<file path="config.mk">
export PLATFORM = sky130hd
export DESIGN_NAME = uart_rx
export DESIGN_NICKNAME = d
export VERILOG_FILES = /design/src/rtl/uart_pkg.sv /design/src/rtl/uart_sync.sv /design/src/rtl/uart_rx.sv
export SDC_FILE = /design/constraint.sdc
export NUM_CORES = 1
export LEC_CHECK = 0
export BUFFER_PORTS_ARGS = -buffer_cell sky130_fd_sc_hd__buf_2
export CAP_MARGIN = 40
export CORE_MARGIN = 3
export CORE_UTILIZATION = 45
export DETAILED_ROUTE_END_ITERATION = 10
export GPL_TIMING_DRIVEN = 0
export PLACE_DENSITY = 0.59
export SLEW_MARGIN = 20
export SYNTH_ARGS = -nofsm -noshare
export SYNTH_HDL_FRONTEND = slang
export SYNTH_SLANG_ARGS = --single-unit
</file>
<file path="constraint.sdc">
create_clock -name clk -period 2.1 [get_ports clk]
set_input_delay 0.21 -clock clk [delete_from_list [all_inputs] [get_ports clk]]
set_output_delay 0.21 -clock clk [all_outputs]
set_load 0.05 [all_outputs]
</file>
<file path="src/rtl/uart_pkg.sv">
// rtl/uart_pkg.sv - shared UART constants and receiver state encoding.
package uart_pkg;

  localparam int UART_DATA_BITS   = 8;
  localparam int UART_CLK_PER_BIT = 868;

  typedef enum logic [2:0] {
    ST_IDLE,
    ST_START,
    ST_DATA,
`ifdef UART_RX_PARITY_EN
    ST_PARITY,
`endif
    ST_STOP,
    ST_WAIT_IDLE
  } uart_rx_state_t;

endpackage

</file>
<file path="src/rtl/uart_sync.sv">
// rtl/uart_sync.sv - 2-FF synchroniser for the asynchronous serial line.
// Resets to 1 so an idle-high line never looks like a start edge out of reset.
module uart_sync (
  input  logic clk,
  input  logic rst,
  input  logic d_i,
  output logic q_o
);

  logic s1_q;
  logic s2_q;

  always_ff @(posedge clk) begin
    if (rst) begin
      s1_q <= 1'b1;
      s2_q <= 1'b1;
    end else begin
      s1_q <= d_i;
      s2_q <= s1_q;
    end
  end

  assign q_o = s2_q;

endmodule

</file>
<file path="src/rtl/uart_rx.sv">
// rtl/uart_rx.sv - UART receiver (8N1, or 8E1 with UART_RX_PARITY_EN) feeding the RX FIFO write port.
// Bad bytes are dropped and flagged by one-cycle frame/parity/overrun pulses.
module uart_rx
  import uart_pkg::*;
#(
  parameter int CLK_PER_BIT = UART_CLK_PER_BIT
) (
  input  logic                      clk,
  input  logic                      rst,
  input  logic                      rxd,
  output logic [UART_DATA_BITS-1:0] wr_d,
  output logic                      wr_en,
  input  logic                      wr_full,
  output logic                      frame_err,
  output logic                      overrun_err,
  output logic                      parity_err
);

  localparam int CW = $clog2(CLK_PER_BIT);
  localparam int H  = CLK_PER_BIT / 2;
  localparam logic [CW-1:0] CNT_HALF = CW'(H - 1);
  localparam logic [CW-1:0] CNT_FULL = CW'(CLK_PER_BIT - 1);

  logic rx_s;

  uart_sync u_sync (
    .clk (clk),
    .rst (rst),
    .d_i (rxd),
    .q_o (rx_s)
  );

  uart_rx_state_t            state_q, state_d;
  logic [CW-1:0]             cnt_q, cnt_d;
  logic [2:0]                idx_q, idx_d;
  logic [UART_DATA_BITS-1:0] shift_q, shift_d;
  logic [UART_DATA_BITS-1:0] wr_d_q, wr_d_d;
  logic                      wr_en_q, wr_en_d;
  logic                      frame_err_q, frame_err_d;
  logic                      overrun_err_q, overrun_err_d;
  logic                      par_mis;
  logic                      parity_err_d;
  logic                      cnt_full;

  assign cnt_full = (cnt_q == CNT_FULL);

`ifdef UART_RX_PARITY_EN
  logic par_mis_q, par_mis_d;
  logic parity_err_q;

  always_ff @(posedge clk) begin
    if (rst) begin
      par_mis_q    <= 1'b0;
      parity_err_q <= 1'b0;
    end else begin
      par_mis_q    <= par_mis_d;
      parity_err_q <= parity_err_d;
    end
  end

  // Even parity: data plus parity bit must XOR to zero.
  always_comb begin
    par_mis_d = par_mis_q;
    if (state_q == ST_PARITY && cnt_full) begin
      par_mis_d = ^{shift_q, rx_s};
    end
  end

  assign par_mis    = par_mis_q;
  assign parity_err = parity_err_q;
`else
  assign par_mis    = 1'b0;
  assign parity_err = 1'b0;
`endif

  always_ff @(posedge clk) begin
    if (rst) begin
      state_q       <= ST_IDLE;
      cnt_q         <= '0;
      idx_q         <= '0;
      shift_q       <= '0;
      wr_d_q        <= '0;
      wr_en_q       <= 1'b0;
      frame_err_q   <= 1'b0;
      overrun_err_q <= 1'b0;
    end else begin
      state_q       <= state_d;
      cnt_q         <= cnt_d;
      idx_q         <= idx_d;
      shift_q       <= shift_d;
      wr_d_q        <= wr_d_d;
      wr_en_q       <= wr_en_d;
      frame_err_q   <= frame_err_d;
      overrun_err_q <= overrun_err_d;
    end
  end

  always_comb begin
    state_d = state_q;
    cnt_d   = cnt_q + CW'(1);
    idx_d   = idx_q;
    shift_d = shift_q;
    case (state_q)
      ST_IDLE: begin
        cnt_d = '0;
        if (!rx_s) state_d = ST_START;
      end
      ST_START: begin
        // A start bit that is high again at mid-bit is treated as a glitch.
        if (cnt_q == CNT_HALF) begin
          cnt_d   = '0;
          idx_d   = '0;
          state_d = rx_s ? ST_IDLE : ST_DATA;
        end
      end
      ST_DATA: begin
        if (cnt_full) begin
          cnt_d   = '0;
          shift_d = {rx_s, shift_q[UART_DATA_BITS-1:1]};
          idx_d   = idx_q + 3'd1;
          if (idx_q == 3'd7) begin
`ifdef UART_RX_PARITY_EN
            state_d = ST_PARITY;
`else
            state_d = ST_STOP;
`endif
          end
        end
      end
`ifdef UART_RX_PARITY_EN
      ST_PARITY: begin
        if (cnt_full) begin
          cnt_d   = '0;
          state_d = ST_STOP;
        end
      end
`endif
      ST_STOP: begin
        // Leave at mid-stop so a back-to-back start edge is not missed.
        if (cnt_full) begin
          cnt_d   = '0;
          state_d = rx_s ? ST_IDLE : ST_WAIT_IDLE;
        end
      end
      ST_WAIT_IDLE: begin
        cnt_d = '0;
        if (rx_s) state_d = ST_IDLE;
      end
      default: begin
        cnt_d   = '0;
        state_d = ST_IDLE;
      end
    endcase
  end

  always_comb begin
    wr_d_d        = wr_d_q;
    wr_en_d       = 1'b0;
    frame_err_d   = 1'b0;
    overrun_err_d = 1'b0;
    parity_err_d  = 1'b0;
    if (state_q == ST_STOP && cnt_full) begin
      if (!rx_s) begin
        frame_err_d = 1'b1;
      end else if (par_mis) begin
        parity_err_d = 1'b1;
      end else if (wr_full) begin
        overrun_err_d = 1'b1;
      end else begin
        wr_en_d = 1'b1;
        wr_d_d  = shift_q;
      end
    end
  end

  assign wr_d        = wr_d_q;
  assign wr_en       = wr_en_q;
  assign frame_err   = frame_err_q;
  assign overrun_err = overrun_err_q;

endmodule

</file>
==> results.json <==
{
  "routed_wl_um": 3000,
  "crit_required_ns": 2.26,
  "dpl_worst_slack_ns": 0.0235,
  "end_kind": "flip-flop",
  "htree_num_levels": 2,
  "min_period_ns": 1.91,
  "cts_sinks": 37,
  "synth.net_count": 178,
  "max_freq_mhz": 522,
  "rr_startpoint": "cnt_q[1]",
  "synth_edf_count": 0,
  "yosys_warnings": 0,
  "ant_nets": 0,
  "drive_above_1_share_pct": 19.3,
  "initialDrtViolationCount": 46,
  "viasPerCell": 5.04,
  "gp_congestion": 0.865,
  "crit_path_start_kind": "flip-flop",
  "root_buffer": "clkbuf_8",
  "wl_per_cell_um": 12.6,
  "layout-area-overhead-vs-synth_pct": 17.2,
  "cts_tree": "built",
  "dieHeight_um": 66.9,
  "p_per_area_mw_per_mm2": 701,
  "synthCells": 170,
  "port_buffers": 13,
  "multi_input_area_sq_um": 901,
  "p_leak_uw": 0.000708,
  "syn_area_sq_mm": 0.00167,
  "fill_cells": 323,
  "hold_depth": 2,
  "dp_hpwl_um": 2140,
  "outcome": "finished, final reports clean",
  "yosysUniqueCellTypes": 42,
  "die_w_um": 66.9,
  "grt_pass1_wl_um": 5120,
  "ff_latch_area_sq_um": 742,
  "rsz0062_at_grt": "no",
  "slew_violations": 0,
  "synth-seq-cells": 37,
  "antenna_found_initial": 0,
  "ios": 16,
  "clk_pin_slew_ns": 0.07,
  "arrival_ns": 2.07,
  "fp-row-count": 21,
  "clk_latency_ns": 0.28,
  "grt_pass1_vias": 1112,
  "seq_area_frac_synth_pct": 44.4,
  "finalSetupViolCount": 0,
  "synth.avg_cell_area_sq_um": 9.80,
  "worstRegToRegCells": 6,
  "drv_cap": 0,
  "reg2reg_to": "shift_q[2]",
  "ys.flop_type": "dfxtp_1",
  "initial_core_util_pct": 48.4,
  "num_antenna_cells": 0,
  "dieArea_sq_mm": 0.00447,
  "grtUsageTotal_pct": 15.4,
  "tns_ns": 0,
  "skew_ns": 0.00613,
  "ys_async_sr_fraction_pct": 0,
  "route.detailed.drc": 0,
  "hold_start": "rxd",
  "drtPass1Iterations": 4,
  "via_count": 1199,
  "crit_type": "reg2reg",
  "cts.path.max_buffers": 2,
  "period_share_pct": 91.1,
  "hold_viol_final": 0,
  "worst_slack_ns": 0.186,
  "cts_inserted_buffers": 5,
  "nNetsFinal": 199,
  "grt_max_degree": 12,
  "hold_buffers": 0,
  "core-area_sq_mm": 0.00344,
  "crit_fanout": 10,
  "hp-class": "in2reg",
  "reg2reg_slack_ns": 0.19,
  "min_to": "u_sync.s1_q",
  "ir_worst_vdd_uv": 478,
  "gr-total-overflow": 0
}
[where the power goes]
| part | total [uW] | internal (uW) | switching, uW |
|---|---|---|---|
| registers | 706 | 704 | 2.03 |
| logic | 40.2 | 16.6 | 23.6 |
| clock network | 623 | 387 | 236 |
[state kept, by name (all words and copies together), names as in the netlist, 3 cells and up]
name and flops:
cnt_q 10, shift_q 8, idx_q 3, wr_d 8
state_q 3
[cells by family after synthesis]
group / count (synthesis) / synth area share (%)
simple gates: 76 / 28.0
buf+inv: 12 / 3.08
xor+xnor: 9 / 4.73
compound gates: 14 / 6.31
fa+ha+maj: 4 / 3.00
flops: 37 / 44.4
other cells: 1 / 0.225
mux: 17 / 10.2
[per-stage QoR]
stage | area, sq um | total power [uW] | hold slack (ns) | utilization, % | instances
floorplan | 1670 | 751 | 0.289 | - | 170
global placement | 1790 | 761 | 0.392 | 52.0 | 229
detailed placement | 1790 | 762 | 0.398 | 52.0 | 229
CTS | 1910 | 1390 | 0.0950 | 55.4 | 237
global route | 1950 | 1420 | 0.106 | 56.7 | 238
finish | 1950 | 1370 | 0.104 | 56.7 | 238
[synthesized netlist by cell type (2+ instances only)]
cell | instances | area, sq um
xor2_1 | 8 | 70.1
and2_1 | 2 | 12.5
buf_2 | 2 | 10.0
clkbuf_1 | 6 | 22.5
nor4_1 | 2 | 12.5
mux2i_1 | 17 | 170
nand2b_1 | 21 | 131
or2_2 | 2 | 12.5
o21ai_0 | 4 | 20.0
dfxtp_1 | 37 | 741
inv_1 | 3 | 11.3
a211oi_1 | 2 | 15.0
nor2_1 | 21 | 78.8
nand3b_1 | 2 | 15.0
a21oi_1 | 2 | 10.0
and3_1 | 2 | 12.5
nand3_1 | 5 | 25.0
nand4_1 | 4 | 25.0
ha_1 | 4 | 50.1
and2b_1 | 2 | 15.0
[how the worst max path moves through the flow]
stage	from	to	slack (ns)	depth (start not counted)
after CTS	cnt_q[0]	wr_d[1]	0.01	5
after global placement	cnt_q[0]	wr_d[0]	0.1	5
after global routing	cnt_q[1]	state_q[0]	0.04	5
final	cnt_q[1]	shift_q[2]	0.19	6
after detailed placement	cnt_q[0]	wr_d[1]	0.02	5
after floorplan	cnt_q[0]	wr_d[0]	0.39	5
[layer usage]
| metal | vias to the layer above | track usage, % | wire length [um] |
|---|---|---|---|
| met4 | 0 | 9.11 | 58 |
| met2 | 23 | 22.4 | 1340 |
| met3 | 5 | 4.05 | 120 |
| li1 | 628 | - | - |
| met1 | 543 | 20.3 | 1490 |
| met5 | - | 0 | 0 |
[timing repair]
item                       4_1_cts  5_1_grt
resized for setup                0        5
setup buffers                    0        1
setup endpoints to repair        0       28
[critical path, stage by stage, from the launching register on]
cell,delay [ns]
dfxtp_1,0.42
ha_2,0.27
and2b_1,0.27
and4_1,0.27
buf_2,0.28
mux2i_1,0.23
nor2_1,0.06
[cell usage in the layout, fill, tap and decap left out, types with 2 or more instances in the layout]
master	count
dfxtp_1	36
nor2_1	21
nand2b_1	21
mux2i_1	17
buf_2	15
xor2_1	8
clkbuf_1	7
clkbuf_8	6
nand3_1	5
nand4_1	4
o21ai_0	4
inv_1	3
ha_1	3
and2b_1	2
a31oi_2	2
and2_1	2
and3_1	2
a211oi_1	2
a21oi_1	2
nand3b_1	2
nor4_1	2
or2_2	2
[cell type report]
class                   count  area share [%]
multi-input cells         121            46.1
clock buffers               7            4.42
repair buffers             14            4.36
clock inverters             1            1.54
well taps                  46            2.95
inverters                   3           0.577
flip-flops and latches     37            38.0
plain buffers               9            2.05
Power figures use the tool's default switching activity.
